## config.mk

```make
export PLATFORM = sky130hd
export DESIGN_NAME = game_timer_ctrl
export DESIGN_NICKNAME = d
export VERILOG_FILES = /design/src/rtl/timer_pkg.sv /design/src/rtl/tick_gen.sv /design/src/rtl/game_timer_ctrl.sv
export SDC_FILE = /design/constraint.sdc
export NUM_CORES = 1
export LEC_CHECK = 0
export ABC_AREA = 1
export BUFFER_PORTS_ARGS = -buffer_cell sky130_fd_sc_hd__buf_4
export CAP_MARGIN = 0
export CORE_MARGIN = 5
export CORE_UTILIZATION = 35
export CTS_BUF_LIST = sky130_fd_sc_hd__clkbuf_8
export DETAILED_ROUTE_END_ITERATION = 10
export SETUP_SLACK_MARGIN = 0.3
export SYNTH_ARGS = -nofsm -noshare
export SYNTH_HDL_FRONTEND = slang
export SYNTH_HIERARCHICAL = 1
export SYNTH_SLANG_ARGS = --single-unit
```

## constraint.sdc

```tcl
create_clock -name clk -period 6.5 [get_ports clk]
set_input_delay 0.325 -clock clk [delete_from_list [all_inputs] [get_ports clk]]
set_output_delay 0.325 -clock clk [all_outputs]
set_load 0.005 [all_outputs]
```

## src/rtl/timer_pkg.sv

```systemverilog
// Shared types and helpers for the game countdown timer: FSM states, BCD digits
// and the clamp limits applied to loaded values.
package timer_pkg;

   typedef enum logic [1:0] {
      ST_IDLE,
      ST_RUN,
      ST_PAUSE,
      ST_EXPIRED
   } timer_state_t;

   typedef logic [3:0] bcd_t;

   typedef struct packed {
      bcd_t min_tens;
      bcd_t min_ones;
      bcd_t sec_tens;
      bcd_t sec_ones;
   } bcd_time_t;

   localparam logic [6:0] MAX_MIN = 7'd99;
   localparam logic [5:0] MAX_SEC = 6'd59;

   // Two-digit BCD of a binary value 0..99, returned as {tens, ones}.
   function automatic logic [7:0] to_bcd(input logic [6:0] v);
      return {4'(v / 7'd10), 4'(v % 7'd10)};
   endfunction

   // One-second BCD decrement with borrow; caller guarantees t is not 00:00.
   function automatic bcd_time_t dec_time(input bcd_time_t t);
      bcd_time_t r;
      r = t;
      if (t.sec_ones != 4'd0) begin
         r.sec_ones = t.sec_ones - 4'd1;
      end else begin
         r.sec_ones = 4'd9;
         if (t.sec_tens != 4'd0) begin
            r.sec_tens = t.sec_tens - 4'd1;
         end else begin
            r.sec_tens = 4'd5;
            if (t.min_ones != 4'd0) begin
               r.min_ones = t.min_ones - 4'd1;
            end else begin
               r.min_ones = 4'd9;
               r.min_tens = t.min_tens - 4'd1;
            end
         end
      end
      return r;
   endfunction

endpackage

```

## src/rtl/tick_gen.sv

```systemverilog
// Free-running one-second prescaler: counts 0..TICKS_PER_SEC-1 while enabled and
// pulses tick on the wrap cycle. clr restarts the count and cancels that cycle's tick.
module tick_gen #(
   parameter int TICKS_PER_SEC = 50000000
) (
   input  logic clk,
   input  logic reset,
   input  logic en,
   input  logic clr,
   output logic tick
);

   localparam int CW = (TICKS_PER_SEC > 1) ? $clog2(TICKS_PER_SEC) : 1;
   localparam logic [CW-1:0] LAST = CW'(TICKS_PER_SEC - 1);

   logic [CW-1:0] cnt_q, cnt_d;
   logic          wrap;

   assign wrap = (cnt_q == LAST);
   assign tick = en & ~clr & wrap;

   always_comb begin
      // NOTE: default assignment first so every path drives cnt_d -- no latch.
      cnt_d = cnt_q;
      if (clr) begin
         cnt_d = '0;
      end else if (en) begin
         cnt_d = wrap ? '0 : cnt_q + CW'(1);
      end
   end

   // NOTE: non-blocking assignments for state so all flops update together.
   always_ff @(posedge clk or negedge reset) begin
      if (!reset) begin
         cnt_q <= '0;
      end else begin
         cnt_q <= cnt_d;
      end
   end

endmodule

```

## src/rtl/game_timer_ctrl.sv

```systemverilog
// Game countdown timer: load mm:ss, run/pause/resume, count down in BCD once per
// second and sound the buzzer for BUZZ_SECS seconds on expiry.
module game_timer_ctrl
   import timer_pkg::*;
#(
   parameter int TICKS_PER_SEC = 50000000,
   parameter int BUZZ_SECS     = 3
) (
   input  logic       clk,
   input  logic       reset,
   input  logic       start,
   input  logic       pause,
   input  logic       clear,
   input  logic       load,
   input  logic [6:0] load_min,
   input  logic [5:0] load_sec,
   output logic [3:0] min_tens,
   output logic [3:0] min_ones,
   output logic [3:0] sec_tens,
   output logic [3:0] sec_ones,
   output logic       running,
   output logic       paused,
   output logic       expired,
   output logic       buzzer,
   output logic       tick
);

   localparam int BW = (BUZZ_SECS > 0) ? $clog2(BUZZ_SECS + 1) : 1;
   localparam logic [BW-1:0] BUZZ_LAST = BW'(BUZZ_SECS);

   timer_state_t  state_q, state_d;
   bcd_time_t     time_q, time_d;
   logic [BW-1:0] buzz_cnt_q, buzz_cnt_d;
   logic          running_q, paused_q, expired_q, buzzer_q, buzzer_d;
   logic          tick_w, tick_en, tick_clr, load_ok;
   logic [6:0]    min_clamped;
   logic [5:0]    sec_clamped;

   assign tick_en     = (state_q == ST_RUN) | (state_q == ST_EXPIRED);
   assign tick_clr    = clear | ((state_q == ST_IDLE) & start);
   assign load_ok     = load & ((state_q == ST_IDLE) | (state_q == ST_EXPIRED));
   assign min_clamped = (load_min > MAX_MIN) ? MAX_MIN : load_min;
   assign sec_clamped = (load_sec > MAX_SEC) ? MAX_SEC : load_sec;

   tick_gen #(
      .TICKS_PER_SEC(TICKS_PER_SEC)
   ) u_tick_gen (
      .clk  (clk),
      .reset(reset),
      .en   (tick_en),
      .clr  (tick_clr),
      .tick (tick_w)
   );

   // An ignored load (RUN/PAUSE) does not block start/pause in the same cycle.
   always_comb begin
      state_d    = state_q;
      time_d     = time_q;
      buzz_cnt_d = buzz_cnt_q;
      if (clear) begin
         state_d    = ST_IDLE;
         time_d     = '0;
         buzz_cnt_d = '0;
      end else if (load_ok) begin
         state_d    = ST_IDLE;
         time_d     = {to_bcd(min_clamped), to_bcd({1'b0, sec_clamped})};
         buzz_cnt_d = '0;
      end else begin
         case (state_q)
            ST_IDLE: begin
               if (start && (time_q != '0)) state_d = ST_RUN;
            end
            ST_RUN: begin
               if (tick_w) begin
                  time_d = dec_time(time_q);
                  if (time_d == '0) begin
                     state_d    = ST_EXPIRED;
                     buzz_cnt_d = '0;
                  end else if (pause) begin
                     state_d = ST_PAUSE;
                  end
               end else if (pause) begin
                  state_d = ST_PAUSE;
               end
            end
            ST_PAUSE: begin
               if (start) state_d = ST_RUN;
            end
            ST_EXPIRED: begin
               if (tick_w && (buzz_cnt_q < BUZZ_LAST)) buzz_cnt_d = buzz_cnt_q + BW'(1);
            end
            default: state_d = ST_IDLE;
         endcase
      end
      buzzer_d = (state_d == ST_EXPIRED) && (buzz_cnt_d < BUZZ_LAST);
   end

   always_ff @(posedge clk or negedge reset) begin
      if (!reset) begin
         state_q    <= ST_IDLE;
         time_q     <= '0;
         buzz_cnt_q <= '0;
         running_q  <= 1'b0;
         paused_q   <= 1'b0;
         expired_q  <= 1'b0;
         buzzer_q   <= 1'b0;
      end else begin
         state_q    <= state_d;
         time_q     <= time_d;
         buzz_cnt_q <= buzz_cnt_d;
         running_q  <= (state_d == ST_RUN);
         paused_q   <= (state_d == ST_PAUSE);
         expired_q  <= (state_d == ST_EXPIRED);
         buzzer_q   <= buzzer_d;
      end
   end

   assign min_tens = time_q.min_tens;
   assign min_ones = time_q.min_ones;
   assign sec_tens = time_q.sec_tens;
   assign sec_ones = time_q.sec_ones;
   assign running  = running_q;
   assign paused   = paused_q;
   assign expired  = expired_q;
   assign buzzer   = buzzer_q;
   assign tick     = tick_w;

endmodule

```

==> impl_metrics.tcl, run 1 <==
set metrics [dict create \
    status "complete, no violations" \
    ys_types 51 \
    critPathRequiredTime_ns 6.76 \
    clk_transition_reported_paths_ns 0.09 \
    ir_worst_vdd_mv 0.115 \
    yosysWarnings 6 \
    seq_area_frac_synth 0.294 \
    end_kind "flop" \
    syn_nets 643 \
    io_buffers 39 \
    drc_errors 0 \
    crit_arrival_ns 3.95 \
    met3_length_um 412 \
    place_area_um2 4670 \
    leakage_nw 2.38 \
    slew-limit-headroom 0.319 \
    postCtsSetupBuffers 0 \
    met1_length_um 4470 \
    antenna_found_initial 0 \
    root_buffer "clkbuf_8" \
    row_count 40 \
    path_max_fanout 14 \
    fin_crit_ns 3.69 \
    async_reset_ff_frac 1.00 \
    rsz0062_at_grt "false" \
    first_pass_iters 5 \
    nNetsFinal 681 \
    via_count 3920 \
    crit_family "simple AND/OR/NAND/NOR gates" \
    first_iter_violations 285 \
    synthesis.instances 611 \
    grt_pass1_wl_um 17000 \
    power.total_mw 0.899 \
    cp_cell_sequence "inv_1 > ha_1 > or2_2 > inv_1 > nor2_1 > inv_1 > nor2_1 > nand2_1 > nand2_1 > inv_1 > nor2_1 > inv_1 > a31o_2 > inv_1 > nand2_1 > nand2_1" \
    hold_viol_final 0 \
    ant_nets 0 \
    maxCapViolations 0 \
    dp_hpwl_um 7880 \
    maxUsedRoutingLayer "met4" \
    post_cts_resized 0 \
    synth_edf_count 0 \
    clock_sinks 50 \
    diodes 0 \
    ctsLongestPathBuffers 2 \
    crit_slowest_cell "nor2_1" \
    drv_slew 0 \
    fillers 1265 \
    start_util 0.356 \
    grtUsageTotal 0.142 \
    crit_type "flop to flop" \
    min_path_type "input port to async pin" \
    routed_wl_um 9970 \
    ys_ff_latch 50 \
    cts_buffers 5 \
    fin_tns_setup_ns 0 \
    synth.area.top_cells "dfrtp_1 (29%), nand2_1 (14%), inv_1 (8.2%)" \
    wl_per_cell_um 12.5 \
    grt-ovfl-total 0 \
    crit_buf_inv 6 \
    synth_area_um2 4260 \
    slowest_delay_ns 0.60 \
    layout-drive-gt1-share 0.192 \
    h-tree-depth 2 \
    gp_congestion 0.868 \
    hold_buffers 0 \
    wl_met2_um 4980 \
    period_share 0.568 \
    worstMarginPinSlew_ns 1.02 \
    via_per_inst 4.92 \
    path_common_cell "inv_1" \
    cts_tree "yes" \
    startpoint_type "flop" \
    finalSetupViolCount 0 \
    power.density_nw_per_um2 188 \
    finish.instance_area_um2 4780 \
    synth_top_area_frac 0.294 \
    grt_max_degree 51 \
    grt_pass1_vias 3697 \
    syn_avg_cell_area_um2 6.97 \
    die_x_um 120 \
    synth_ff_type "dfrtp_1" \
    core_area_um2 12000 \
    io_pins 40 \
    dieArea_um2 14500 \
    skew_ns 0.00712 \
    worst_skew_pair.late_latency_ns 0.31 \
    yosys.area.top_type "dfrtp_1" \
    syn_to_final_growth_pct 12.1 \
    die_y_um 120 \
    max_freq_mhz 271 \
]
-- state kept, by name, summed over array words and instances (netlist names) --
| register | cells |
|---|---|
| u_tick_gen/cnt_q | 26 |
| min_ones | 4 |
| min_tens | 4 |
| sec_ones | 4 |
| sec_tens | 4 |
| buzz_cnt_q | 2 |
| state_q | 2 |
| buzzer | 1 |
| expired | 1 |
| paused | 1 |
| running | 1 |
-- final cells by class --
| type | count | area (um^2) | share of cell area |
|---|---|---|---|
| clock buffers | 5 | 68.8 | 0.0144 |
| clock inverters | 3 | 37.5 | 0.00786 |
| inverters | 104 | 393 | 0.0822 |
| multi-input cells | 448 | 2540 | 0.532 |
| flip-flops and latches | 50 | 1250 | 0.262 |
| well taps | 147 | 184 | 0.0385 |
| repair buffers | 40 | 300 | 0.0629 |
-- placed cells by master (no fill, tap or decap), types with 13 or more instances in the layout --
master,count
dfrtp_1,50
nand2_1,161
o21ai_1,15
o21ai_0,18
ha_1,13
nand3_1,41
buf_4,40
inv_1,95
nor2_1,64
nand2_2,17
-- power breakdown --
group	total [mW]	internal [mW]	switching [mW]
combinational	0.319	0.119	0.200
clock	0.221	0.112	0.108
sequential	0.360	0.331	0.0287
total	0.899	0.562	0.338
-- synth_stat cells (all sizes together), types with 3 or more instances --
cell type	number
nand2	182
clkinv	3
nand4	12
nand3	48
a21oi	12
xnor2	3
buf	5
dfrtp	50
o21ai	42
a31oi	5
ha	13
clkbuf	4
nand3b	3
nor3	8
nor2	81
xor2	14
o211ai	3
inv	101
o22ai	11
-- worst reg2reg max path, cell delays in order (launching register included) --
cell and delay, ns:
dfrtp_1 0.45, inv_1 0.13, ha_1 0.27, or2_2 0.21, inv_1 0.05, nor2_1 0.24, inv_1 0.15, nor2_1 0.40
nand2_1 0.10, nand2_1 0.30, inv_1 0.22, nor2_1 0.60, inv_1 0.14, a31o_2 0.24, inv_1 0.05, nand2_1 0.04
nand2_1 0.05
-- path summary, 6_finish.rpt --
kind                             start  cells past startpoint                    to  slack, ns
min in group clk                 clear                      4               expired       0.39
max in group asynchronous        reset                      1           min_tens[0]       6.04
max                         state_q[1]                     16           min_ones[3]       2.81
max reg2reg                 state_q[1]                     16           min_ones[3]       2.81
min reg2reg                sec_tens[3]                      2           sec_tens[3]       0.51
min                              reset                      1  u_tick_gen/cnt_q[21]       0.03
-- cells by family (layout without fill, tap and decap cells) --
kind of cell / count (synthesis) / in the layout / synth area share
buffers and inverters: 113 / 152 / 0.110
adders and majority gates: 13 / 13 / 0.0382
AOI/OAI and AO/OA: 80 / 80 / 0.124
DFF: 50 / 50 / 0.294
and+or+nand+nor: 338 / 338 / 0.396
xor gates and xnor gates: 17 / 17 / 0.0385
-- metal layers --
metal  global-route usage  vias to the layer above
met5                    0                        -
met4               0.0312                        0
met3               0.0229                       14
met2                0.252                       94
met1                0.182                     1788
li1                     -                     2024
-- metrics by stage --
| step | utilization | std cells | setup slack [ns] | hold slack, ns |
|---|---|---|---|---|
| CTS | 0.399 | 797 | 2.81 | 0.0613 |
| finish | 0.399 | 797 | 2.81 | 0.0304 |
| detailed placement | 0.390 | 789 | 2.84 | 0.411 |
| global placement | 0.390 | 789 | 2.97 | 0.406 |
| floorplan | - | 611 | 3.53 | 0.0294 |
| global route | 0.399 | 797 | 2.44 | 0.0970 |
No activity file was read; power rests on OpenSTA's default activity.
==> inputs of run 2 (changes only) <==
==> constraint.sdc (replaced) <==
create_clock -name clk -period 3.6 [get_ports clk]
set_input_delay 0.18 -clock clk [delete_from_list [all_inputs] [get_ports clk]]
set_output_delay 0.18 -clock clk [all_outputs]
set_load 0.005 [all_outputs]
==> run 2 against run 1 <==
Net effect: critical path depth up 2; core utilization up 0.30 points; final cell count is 0.50% higher; sequential cell count did not move.
==> impl_metrics.tcl, run 2 (synthesis results as in run 1) <==
set metrics [dict create \
    h-tree-depth 2 \
    antenna_found_initial 0 \
    path_max_fanout 6 \
    drc_errors 0 \
    postCtsSetupBuffers 0 \
    clock_sinks 50 \
    ir_worst_vdd_mv 0.139 \
    rsz0062_at_grt "false" \
    dp_hpwl_um 7800 \
    mostFrequentLayoutCells "nand2_1 (161), inv_1 (93), nor2_1 (62), dfrtp_1 (50), buf_4 (43)" \
    power.density_nw_per_um2 331 \
    swShare 0.389 \
    clk_transition_reported_paths_ns 0.10 \
    p_int_mw 0.975 \
    skew_ns 0.0130 \
    start_util 0.356 \
    path_common_cell "inv_1" \
    hold_viol_final 0 \
    wl_per_cell_um 12.5 \
    core_area_um2 12000 \
    cts_tree "yes" \
    power.total_mw 1.59 \
    power_frac_seq 0.405 \
    largest_reg_flops 26 \
    mostFrequentLayoutCell "nand2_1" \
    grt_pass1_vias 3785 \
    ant_nets 0 \
    end_kind "flop" \
    cp-endpoint "paused" \
    diodes 0 \
    ctsLongestPathBuffers 2 \
    crit_type "flop to flop" \
    first_iter_violations 156 \
    min_path_type "input port to flop" \
    grt_pass1_wl_um 17400 \
    die_y_um 120 \
    row_count 40 \
    crit_slowest_cell "dfrtp_1" \
    cts_buffers 5 \
    root_buffer "clkbuf_8" \
    worst_skew_pair.late_latency_ns 0.33 \
    slew-limit-headroom 0.558 \
    status "complete, no violations" \
    switchingPower_mw 0.620 \
    syn_to_final_growth_pct 13.0 \
    cp_cell_sequence "inv_1 > ha_1 > or2_2 > inv_1 > nor2_2 > inv_1 > nor2_4 > nand3_1 > nor4_4 > nand3_1 > nor2_2 > nand3_2 > o21ai_2 > nand2_1 > nand2_1 > o21ai_2 > nor2_1 > nor2_1" \
    grt-ovfl-total 0 \
    drv_slew 0 \
    maxCapViolations 0 \
    io_buffers 39 \
    critPathRequiredTime_ns 3.83 \
    nNetsFinal 685 \
    combPwrFrac 0.363 \
    finalSetupViolCount 0 \
    startpoint_type "flop" \
    via_count 3904 \
    fin_crit_ns 2.98 \
    io_pins 40 \
    crit_arrival_ns 3.21 \
    grt_max_degree 51 \
    worstSetupStartpoint "state_q[1]" \
    routed_wl_um 10000 \
    layout-drive-gt1-share 0.202 \
    reg2reg_setup_slack_ns 0.62 \
    worstMarginPinSlew_ns 0.663 \
    grtUsageTotal 0.144 \
    top_register "u_tick_gen/cnt_q" \
    via_per_inst 4.87 \
    leakage_nw 2.39 \
    slowest_delay_ns 0.46 \
    gp_congestion 0.897 \
    first_pass_iters 4 \
    dieArea_um2 14500 \
    max_freq_mhz 336 \
    power.share.clock 0.232 \
    rr_endpoint "paused" \
    period_share 0.828 \
    die_x_um 120 \
    worst_r2r_path_depth 18 \
    r2r-start "state_q[1]" \
    fin_tns_setup_ns 0 \
]
[run 2: changes by cell type in the layout (fill, tap and decap cells not counted), sizes merged]
cell and change:
buf +3, clkinv +2, inv -2, bufinv -1, clkbuf +1, dlygate4sd3 +1
[run 2: worst min path at each step]
stage / start / end / slack [ns] / cells past startpoint
global placement: reset / u_tick_gen/cnt_q[16] / 0.26 / 1
finish: clear / expired / 0.23 / 4
floorplan: reset / buzz_cnt_q[0] / -0.12 / 0
detailed placement: reset / u_tick_gen/cnt_q[24] / 0.27 / 1
CTS: clear / expired / 0.20 / 4
global route: clear / expired / 0.21 / 4
[run 2: final cells by class]
| cell class | instances | area [um^2] |
|---|---|---|
| Clock inverter | 2 | 17.5 |
| Fill cell | 1224 | 7150 |
| Clock buffer | 6 | 82.6 |
| Timing Repair Buffer | 44 | 333 |
| Tap cell | 147 | 184 |
| Sequential cell | 50 | 1250 |
| Inverter | 104 | 393 |
| Multi-Input combinational cell | 448 | 2550 |
[run 2: power by group through the flow]
stage               logic [mW]  registers (mW)  clock network (mW)
finish                   0.579           0.646               0.369
global route             0.663           0.652               0.413
CTS                      0.585           0.646               0.392
detailed placement       0.582           0.657                   0
global placement         0.570           0.656                   0
floorplan                0.411           0.650                   0
[run 2: timing repair]
| action | CTS | global route |
|---|---|---|
| pin swaps | 0 | 0 |
| hold buffers | 1 | 0 |
| hold endpoints to repair | 50 | 0 |
| resized for setup | 1 | 2 |
| endpoints found under the setup margin | 3 | 11 |
[run 2: critical path: cells and delay by family, from the launching register on]
family                   cells  cell delay, ns
AO/OA/AOI/OAI                2            0.16
adder cells (fa/ha/maj)      1            0.27
buffers and inverters        3            0.33
flip-flops                   1            0.46
AND/OR/NAND/NOR             12            1.64
[run 2: per-layer routing]
metal	wire length (um)	global-route usage
met1	4570	0.175
met2	5030	0.258
met3	304	0.0337
met4	126	0.0375
met5	0	0
[run 2: stage by stage]
stage / hold slack [ns] / cells / utilization / instance area [um^2] / setup slack [ns]
after CTS: 0.205 / 801 / 0.402 / 4810 / 0.393
final: 0.229 / 801 / 0.402 / 4810 / 0.620
after floorplan: -0.116 / 611 / - / 4260 / 0.772
after global routing: 0.213 / 801 / 0.402 / 4810 / 0.327
after global placement: 0.262 / 792 / 0.392 / 4690 / 0.287
after detailed placement: 0.265 / 792 / 0.392 / 4690 / 0.271
